## src/rtl/reg_port_master.sv

```systemverilog
// Request/response initiator that sequences single writes and burst reads onto the register-file control port.
// Optional write readback verification is compiled in with `define REG_PORT_MASTER_VERIFY_EN.
module reg_port_master #(
   parameter int DATA_W = 32,
   parameter int ADDR_W = 5,
   parameter int RD_LAT = 1
) (
   input  logic              clk,
   input  logic              rst,
   input  logic              req_valid,
   output logic              req_ready,
   input  logic              req_write,
   input  logic [ADDR_W-1:0] req_addr,
   input  logic [ADDR_W-1:0] req_len,
   input  logic [DATA_W-1:0] req_wdata,
   output logic              rsp_valid,
   output logic [DATA_W-1:0] rsp_rdata,
   output logic              rsp_last,
   output logic              rsp_err,
   output logic              busy,
   output logic              rf_enable,
   output logic              rf_read_write,
   output logic [ADDR_W-1:0] rf_sel,
   output logic [DATA_W-1:0] rf_data_in,
   input  logic [DATA_W-1:0] rf_data_out
);

   localparam int WAIT_INIT = (RD_LAT > 0) ? RD_LAT - 1 : 0;

   typedef enum logic [2:0] {
      IDLE,
      WR,
      RD,
      WAIT,
      RESP
`ifdef REG_PORT_MASTER_VERIFY_EN
      , VRD
`endif
   } state_t;

   state_t            state, state_nxt;
   logic [ADDR_W-1:0] addr_q;
   logic [ADDR_W-1:0] cnt_q;
   logic [DATA_W-1:0] wdata_q;
   logic [DATA_W-1:0] rdata_q;
   logic              wr_q;
   logic [2:0]        wait_q;
   logic              capture;

   always_comb begin
      state_nxt     = state;
      req_ready     = 1'b0;
      rf_enable     = 1'b0;
      rf_read_write = 1'b0;
      rsp_valid     = 1'b0;
      rsp_last      = 1'b0;
      capture       = 1'b0;
      case (state)
         IDLE: begin
            req_ready = 1'b1;
            if (req_valid) state_nxt = req_write ? WR : RD;
         end
         WR: begin
            rf_enable     = 1'b1;
            rf_read_write = 1'b1;
`ifdef REG_PORT_MASTER_VERIFY_EN
            state_nxt     = VRD;
`else
            state_nxt     = RESP;
`endif
         end
         // A verify readback strobe behaves exactly like a read beat.
         RD
`ifdef REG_PORT_MASTER_VERIFY_EN
         , VRD
`endif
         : begin
            rf_enable = 1'b1;
            if (RD_LAT == 0) begin
               capture   = 1'b1;
               state_nxt = RESP;
            end else begin
               state_nxt = WAIT;
            end
         end
         WAIT: begin
            if (wait_q == 3'd0) begin
               capture   = 1'b1;
               state_nxt = RESP;
            end
         end
         RESP: begin
            rsp_valid = 1'b1;
            rsp_last  = (cnt_q == '0);
            state_nxt = (cnt_q == '0) ? IDLE : RD;
         end
         default: state_nxt = IDLE;
      endcase
   end

   always_ff @(posedge clk) begin
      if (rst) begin
         state   <= IDLE;
         addr_q  <= '0;
         cnt_q   <= '0;
         wdata_q <= '0;
         rdata_q <= '0;
         wr_q    <= 1'b0;
         wait_q  <= '0;
      end else begin
         state <= state_nxt;
         // wdata is only taken on writes so rf_data_in keeps the last written word.
         if (state == IDLE && req_valid) begin
            addr_q <= req_addr;
            wr_q   <= req_write;
            cnt_q  <= req_write ? '0 : req_len;
            if (req_write) wdata_q <= req_wdata;
         end
         if (capture) rdata_q <= rf_data_out;
         if (state_nxt == WAIT && state != WAIT) wait_q <= 3'(WAIT_INIT);
         else if (state == WAIT)                 wait_q <= wait_q - 3'd1;
         if (state == RESP && cnt_q != '0) begin
            addr_q <= addr_q + 1'b1;
            cnt_q  <= cnt_q - 1'b1;
         end
      end
   end

   assign busy       = ~req_ready;
   assign rf_sel     = addr_q;
   assign rf_data_in = wdata_q;

`ifdef REG_PORT_MASTER_VERIFY_EN
   assign rsp_rdata = rsp_valid ? rdata_q : '0;
   assign rsp_err   = rsp_valid && wr_q && (rdata_q != wdata_q);
`else
   assign rsp_rdata = (rsp_valid && !wr_q) ? rdata_q : '0;
   assign rsp_err   = 1'b0;
`endif

endmodule

```

## config.mk

```make
export PLATFORM = sky130hd
export DESIGN_NAME = reg_port_master
export DESIGN_NICKNAME = d
export VERILOG_FILES = /design/src/rtl/reg_port_master.sv
export SDC_FILE = /design/constraint.sdc
export NUM_CORES = 1
export LEC_CHECK = 0
export BUFFER_PORTS_ARGS = -buffer_cell sky130_fd_sc_hd__buf_4
export CAP_MARGIN = 10
export CORE_MARGIN = 4
export CORE_UTILIZATION = 47
export CTS_CLUSTER_DIAMETER = 200
export DETAILED_ROUTE_END_ITERATION = 8
export PLACE_DENSITY = 0.78
export SLEW_MARGIN = 25
export SYNTH_ARGS = -nofsm -noshare
export SYNTH_HDL_FRONTEND = slang
export SYNTH_SLANG_ARGS = --single-unit
```

## constraint.sdc

```tcl
create_clock -name clk -period 2.2 [get_ports clk]
set_input_delay 0.11 -clock clk [delete_from_list [all_inputs] [get_ports clk]]
set_output_delay 0.11 -clock clk [all_outputs]
set_load 0.03 [all_outputs]
```

* Word-level counts from Yosys, hierarchy flattened
Cells that the tools add are included.
** Operators by class
- Add/subtract/negate cells :: 3
- Equal/unequal tests :: 6
- Multiplexer cells :: 18
- Bitwise operators :: 1
- Reductions and logical operators :: 13
** Operators by type and width (count)
- 32-bit 2-to-1 mux :: 1
- 5-bit 2-to-1 mux :: 5
- 3-bit one-hot mux with 5 select lines :: 1
- 3-bit by 2-bit == test with 1-bit output (second input constant) :: 3
- 1-bit 2-to-1 mux :: 7
- 3-bit zero test :: 2
- 3-bit 2-to-1 mux :: 2
- 5-bit by 1-bit adder with 5-bit output (second input constant) :: 1
- 5-bit zero test :: 1
- 5-bit nonzero test :: 1
- 5-bit by 1-bit subtractor with 5-bit output (second input constant) :: 1
- 1-bit logical AND :: 4
- 2-bit 2-to-1 mux :: 2
- 2-bit OR reduction :: 2
- 3-bit by 1-bit == test with 1-bit output (second input constant) :: 1
- 3-bit == test (second input constant) :: 1
- 3-bit by 2-bit != test with 1-bit output (second input constant) :: 1
- 3-bit by 1-bit subtractor with 3-bit output (second input constant) :: 1
- 2-bit AND reduction :: 1
- 2-bit nonzero test :: 1
- 1-bit zero test :: 1
- 1-bit inverter :: 1
** Storage, ports and cells
- Flip-flop bits (word level) :: 81

* Logic depth before layout (Yosys ltp)
- Depth after elaboration :: 6
- Depth in mapped cells :: 7
- Mapped depth without buffers :: 6

* Worst setup path after synthesis
Ideal clock, no wire load.
- Path type :: register to output
- From :: register state[0]
- To :: output port rsp_rdata[10]
- Data arrival time :: 1.540 ns
- Required time :: 2.090 ns
- Setup slack :: 0.550 ns
- Stages on the path, launching flop included :: 6
- Cell sequence :: dfxtp_1 > buf_6 > or3b_4 > nor2_1 > clkbuf_1 > and2_1
** On the way
- Cells in the longest elaborated chain, start to end :: 4
** RTL lines
- start: declaration :: RTL line 41 : state_t state, state_nxt;
- start signal: assignment :: RTL line 111 : state <= state_nxt;
- 3-bit == test :: RTL line 58 : case (state)
- 1-bit 2-to-1 mux :: RTL line 58
- 1-bit logical AND :: RTL line 137 : assign rsp_rdata = (rsp_valid && !wr_q) ? rdata_q : '0;
- 32-bit 2-to-1 mux :: RTL line 137
- end: declaration :: RTL line 17 : output logic [DATA_W-1:0] rsp_rdata,
No other way between the ends.

* Worst setup path in the final report
- From :: register state[1]
- To :: output port rsp_rdata[1]
Same word-level chain as after synthesis.

==> load_flow_metrics.sql <==
INSERT INTO impl_metrics (metric_group, metric, value, unit) VALUES
('outcome', 'outcome', 'complete, no violations', ''),
('cts', 'clk_pin_slew_worst_paths', '0.08', 'ns'),
('grt', 'grt_pass1_vias', '3200', ''),
('finish', 'drive_gt1_share', '31.3', '%'),
('cts', 'tritoncts', 'yes', ''),
('worst_setup_path', 'criticalPathCategory', 'reg2out', ''),
('grt', 'antenna_found_initial', '0', ''),
('die', 'area_inside_the_core_boundary', '6910', 'sq um'),
('placed_design', 'gp_congestion', '0.827', ''),
('synth', 'yosysMostFrequentCell', 'sky130_fd_sc_hd__nand2_1', ''),
('synth', 'post_synth_instance_area', '3400', 'sq um'),
('routing', 'finalWirelength', '9040', 'microns'),
('worst_setup_path', 'critPathCaptureType', 'primary output', ''),
('routing', 'route.detailed.vias_per_inst', '4.96', ''),
('cts', 'clock_latency_of_the_later_clocked_register_in_the_worst_skew_pair', '0.33', 'ns'),
('die', 'die-height', '93.0', 'microns'),
('routing', 'antenna_left', '0', ''),
('worst_setup_path', 'critical_path_peak_fanout', '32', ''),
('finish', 'finish.utilization', '70.2', '%'),
('die', 'fp.dieArea', '8660', 'sq um'),
('die', 'die_w', '93.0', 'microns'),
('synth', 'seq_area_frac_synth', '47.7', '%'),
('die', 'start_util', '49.2', '%'),
('synth', 'synth.area.top_cells', 'sky130_fd_sc_hd__dfxtp_1 (48%), sky130_fd_sc_hd__nand2_1 (15%), sky130_fd_sc_hd__a21oi_1 (11%)', ''),
('power', 'power.density', '658', 'nW/um^2'),
('worst_hold_path', 'holdCritPathClass', 'in2reg', ''),
('cts', 'cts-root-to-sink-buffers', '2', ''),
('worst_hold_path', 'hold_crit_start', 'req_wdata[23]', ''),
('finish', 'layout.area.seq', '1620', 'sq um'),
('cts', 'cts_buffers', '9', ''),
('timing', 'post_route_clock_period_utilization', '92.6', '%'),
('power', 'vdd.ir_drop.worst', '401', 'uV'),
('grt', 'wire_length_of_the_first_global_routing_pass', '14500', 'microns'),
('finish', 'multiInputGateArea', '1600', 'sq um'),
('worst_setup_path', 'reg2reg_from', 'cnt_q[0]$_SDFFE_PP0P_', ''),
('die', 'io-pin-count', '154', ''),
('grt', 'grt_overflow', '0', ''),
('synth', 'ys.warnings.count', '0', ''),
('timing', 'finalClockSkew', '0.00567', 'ns'),
('synth', 'synthCells', '434', ''),
('routing', 'drcViolationCount', '0', ''),
('grt', 'global_route.usage.total', '20.8', '%'),
('run', 'maxCapViolCount', '0', ''),
('placed_design', 'place.port_buffers', '152', ''),
('cts', 'clock-root-buffer', 'sky130_fd_sc_hd__clkbuf_8', ''),
('worst_setup_path', 'cp-startpoint', 'state[1]$_SDFF_PP0_', ''),
('worst_setup_path', 'crit_path_dat', '1.93', 'ns'),
('finish', 'layout.nets', '666', ''),
('worst_setup_path', 'worst-r2r-cell-count', '6', ''),
('timing', 'achievable-frequency', '491', 'MHz'),
('worst_setup_path', 'regToRegSetupSlack', '0.32', 'ns'),
('routing', 'routedWlPerCell', '13.3', 'microns'),
('grt', 'maximum_number_of_pins_on_one_net_before_global_route_repair', '44', ''),
('synth', 'synth_nets', '517', ''),
('power', 'p_leak', '2.09', 'nW'),
('synth', 'synth_top_cell_area_share', '47.7', '%'),
('worst_hold_path', 'hold_path_cell_cnt', '3', ''),
('routing', 'drtPass1Iterations', '4', ''),
('synth', 'ys_types', '44', ''),
('timing', 'final_max_slew_viol_count', '0', ''),
('cts', 'tritoncts_num_sinks', '81', ''),
('finish', 'area_delta_synth_final', '42.6', '%'),
('synth', 'synth-main-ff-cell', 'sky130_fd_sc_hd__dfxtp_1', ''),
('routing', 'vias', '3380', ''),
('timing', 'final.setup.tns', '0', 'ns'),
('worst_setup_path', 'cp-start-kind', 'flop', ''),
('timing', 'finalCriticalPeriod', '2.04', 'ns'),
('synth', 'async_reset_ff_share', '0', '%'),
('placed_design', 'dp_hpwl', '6530', 'microns'),
('finish', 'fillerInstances', '614', ''),
('synth', 'syn-mean-instance-area', '7.83', 'sq um');
where the power goes:
group	total, mW	leakage, nW	switching [mW]	internal, mW
logic	0.590	1.34	0.334	0.256
registers	1.58	0.658	0.0477	1.53
clock network	1.02	0.0941	0.483	0.537
total	3.19	2.09	0.864	2.32
per-layer routing:
layer  GRT usage (%)  wire length (microns)
met1            24.0                   3770
met2            34.9                   4340
met3            7.88                    827
met4            8.30                     95
met5               0                      0
final cells by class:
type	instances	area share, %
well taps	96	2.48
repair buffers	167	26.3
flip-flops and latches	81	33.5
clock inverters	3	0.903
clock buffers	10	2.84
multi-input cells	313	33.0
inverters	11	0.955
stage by stage:
stage	power, mW	std cells	instance area (sq um)	setup slack, ns	hold slack, ns
3_3_place_gp	2.18	661	4590	0.406	0.306
5_1_grt	3.34	681	4850	0.0131	0.00239
4_1_cts	3.22	679	4820	0.0956	0.00105
6_report	3.19	681	4850	0.163	0.0180
2_1_floorplan	1.94	434	3400	0.550	0.219
3_5_place_dp	2.19	661	4590	0.370	0.314
logic make-up after synthesis:
kind of cell    count (synthesis)  share of synthesized area (%)
xor+xnor                        1                          0.258
simple gates                  207                           28.4
compound gates                 98                           16.0
buf+inv                        40                           5.37
other cells                     1                          0.110
fa+ha+maj                       5                           1.84
flops                          81                           47.7
mux                             1                          0.294
placed cells by master, fill, tap and decap left out, drive strengths merged:
| master | n |
|---|---|
| a2111oi | 1 |
| a211oi | 3 |
| a21o | 1 |
| a21oi | 73 |
| a22oi | 1 |
| a2bb2oi | 1 |
| a311o | 1 |
| a311oi | 3 |
| a31oi | 3 |
| a32o | 1 |
| a32oi | 2 |
| and2 | 32 |
| and3 | 2 |
| and3b | 1 |
| buf | 160 |
| bufinv | 1 |
| clkbuf | 10 |
| clkinv | 3 |
| conb | 1 |
| dfxtp | 81 |
| dlygate4sd3 | 7 |
| ha | 5 |
| inv | 10 |
| mux2i | 1 |
| nand2 | 138 |
| nand2b | 3 |
| nand3 | 3 |
| nand3b | 1 |
| nor2 | 11 |
| nor2b | 1 |
| nor3 | 5 |
| nor4 | 2 |
| nor4b | 2 |
| o21a | 1 |
| o21ai | 7 |
| or3 | 2 |
| or3b | 2 |
| or4b | 2 |
| xnor2 | 1 |
critical path: stages (launching register included):
cell                      delay (ns)
sky130_fd_sc_hd__dfxtp_1        0.42
sky130_fd_sc_hd__or3b_4         0.49
sky130_fd_sc_hd__nor2_1         0.13
sky130_fd_sc_hd__buf_6          0.22
sky130_fd_sc_hd__and2_1         0.16
sky130_fd_sc_hd__buf_4          0.16
registers in the layout, summed over array words and instances, names as in the netlist:
name	count
state	3
rf_data_in	32
wait_q	3
wr_q	1
cnt_q	5
rf_sel	5
rdata_q	32
what timing repair did:
item / CTS / global route
setup buffers: 0 / 0
hold endpoints to repair: 5 / 2
pin swaps: 0 / 0
hold buffers: 5 / 2
endpoints found under the setup margin: 2 / 26
gates resized for setup: 1 / 1
path summary, 6_finish.rpt:
| kind | to |
|---|---|
| worst max-delay path | rsp_rdata[1] |
| worst min-delay path | rf_data_in[23]$_SDFFE_PP0P_ |
| worst max register to register | rf_sel[4]$_SDFFE_PP0P_ |
| worst min register to register | rdata_q[13]$_SDFFE_PP0P_ |
Note: power is estimated with default switching activity, not from simulation.
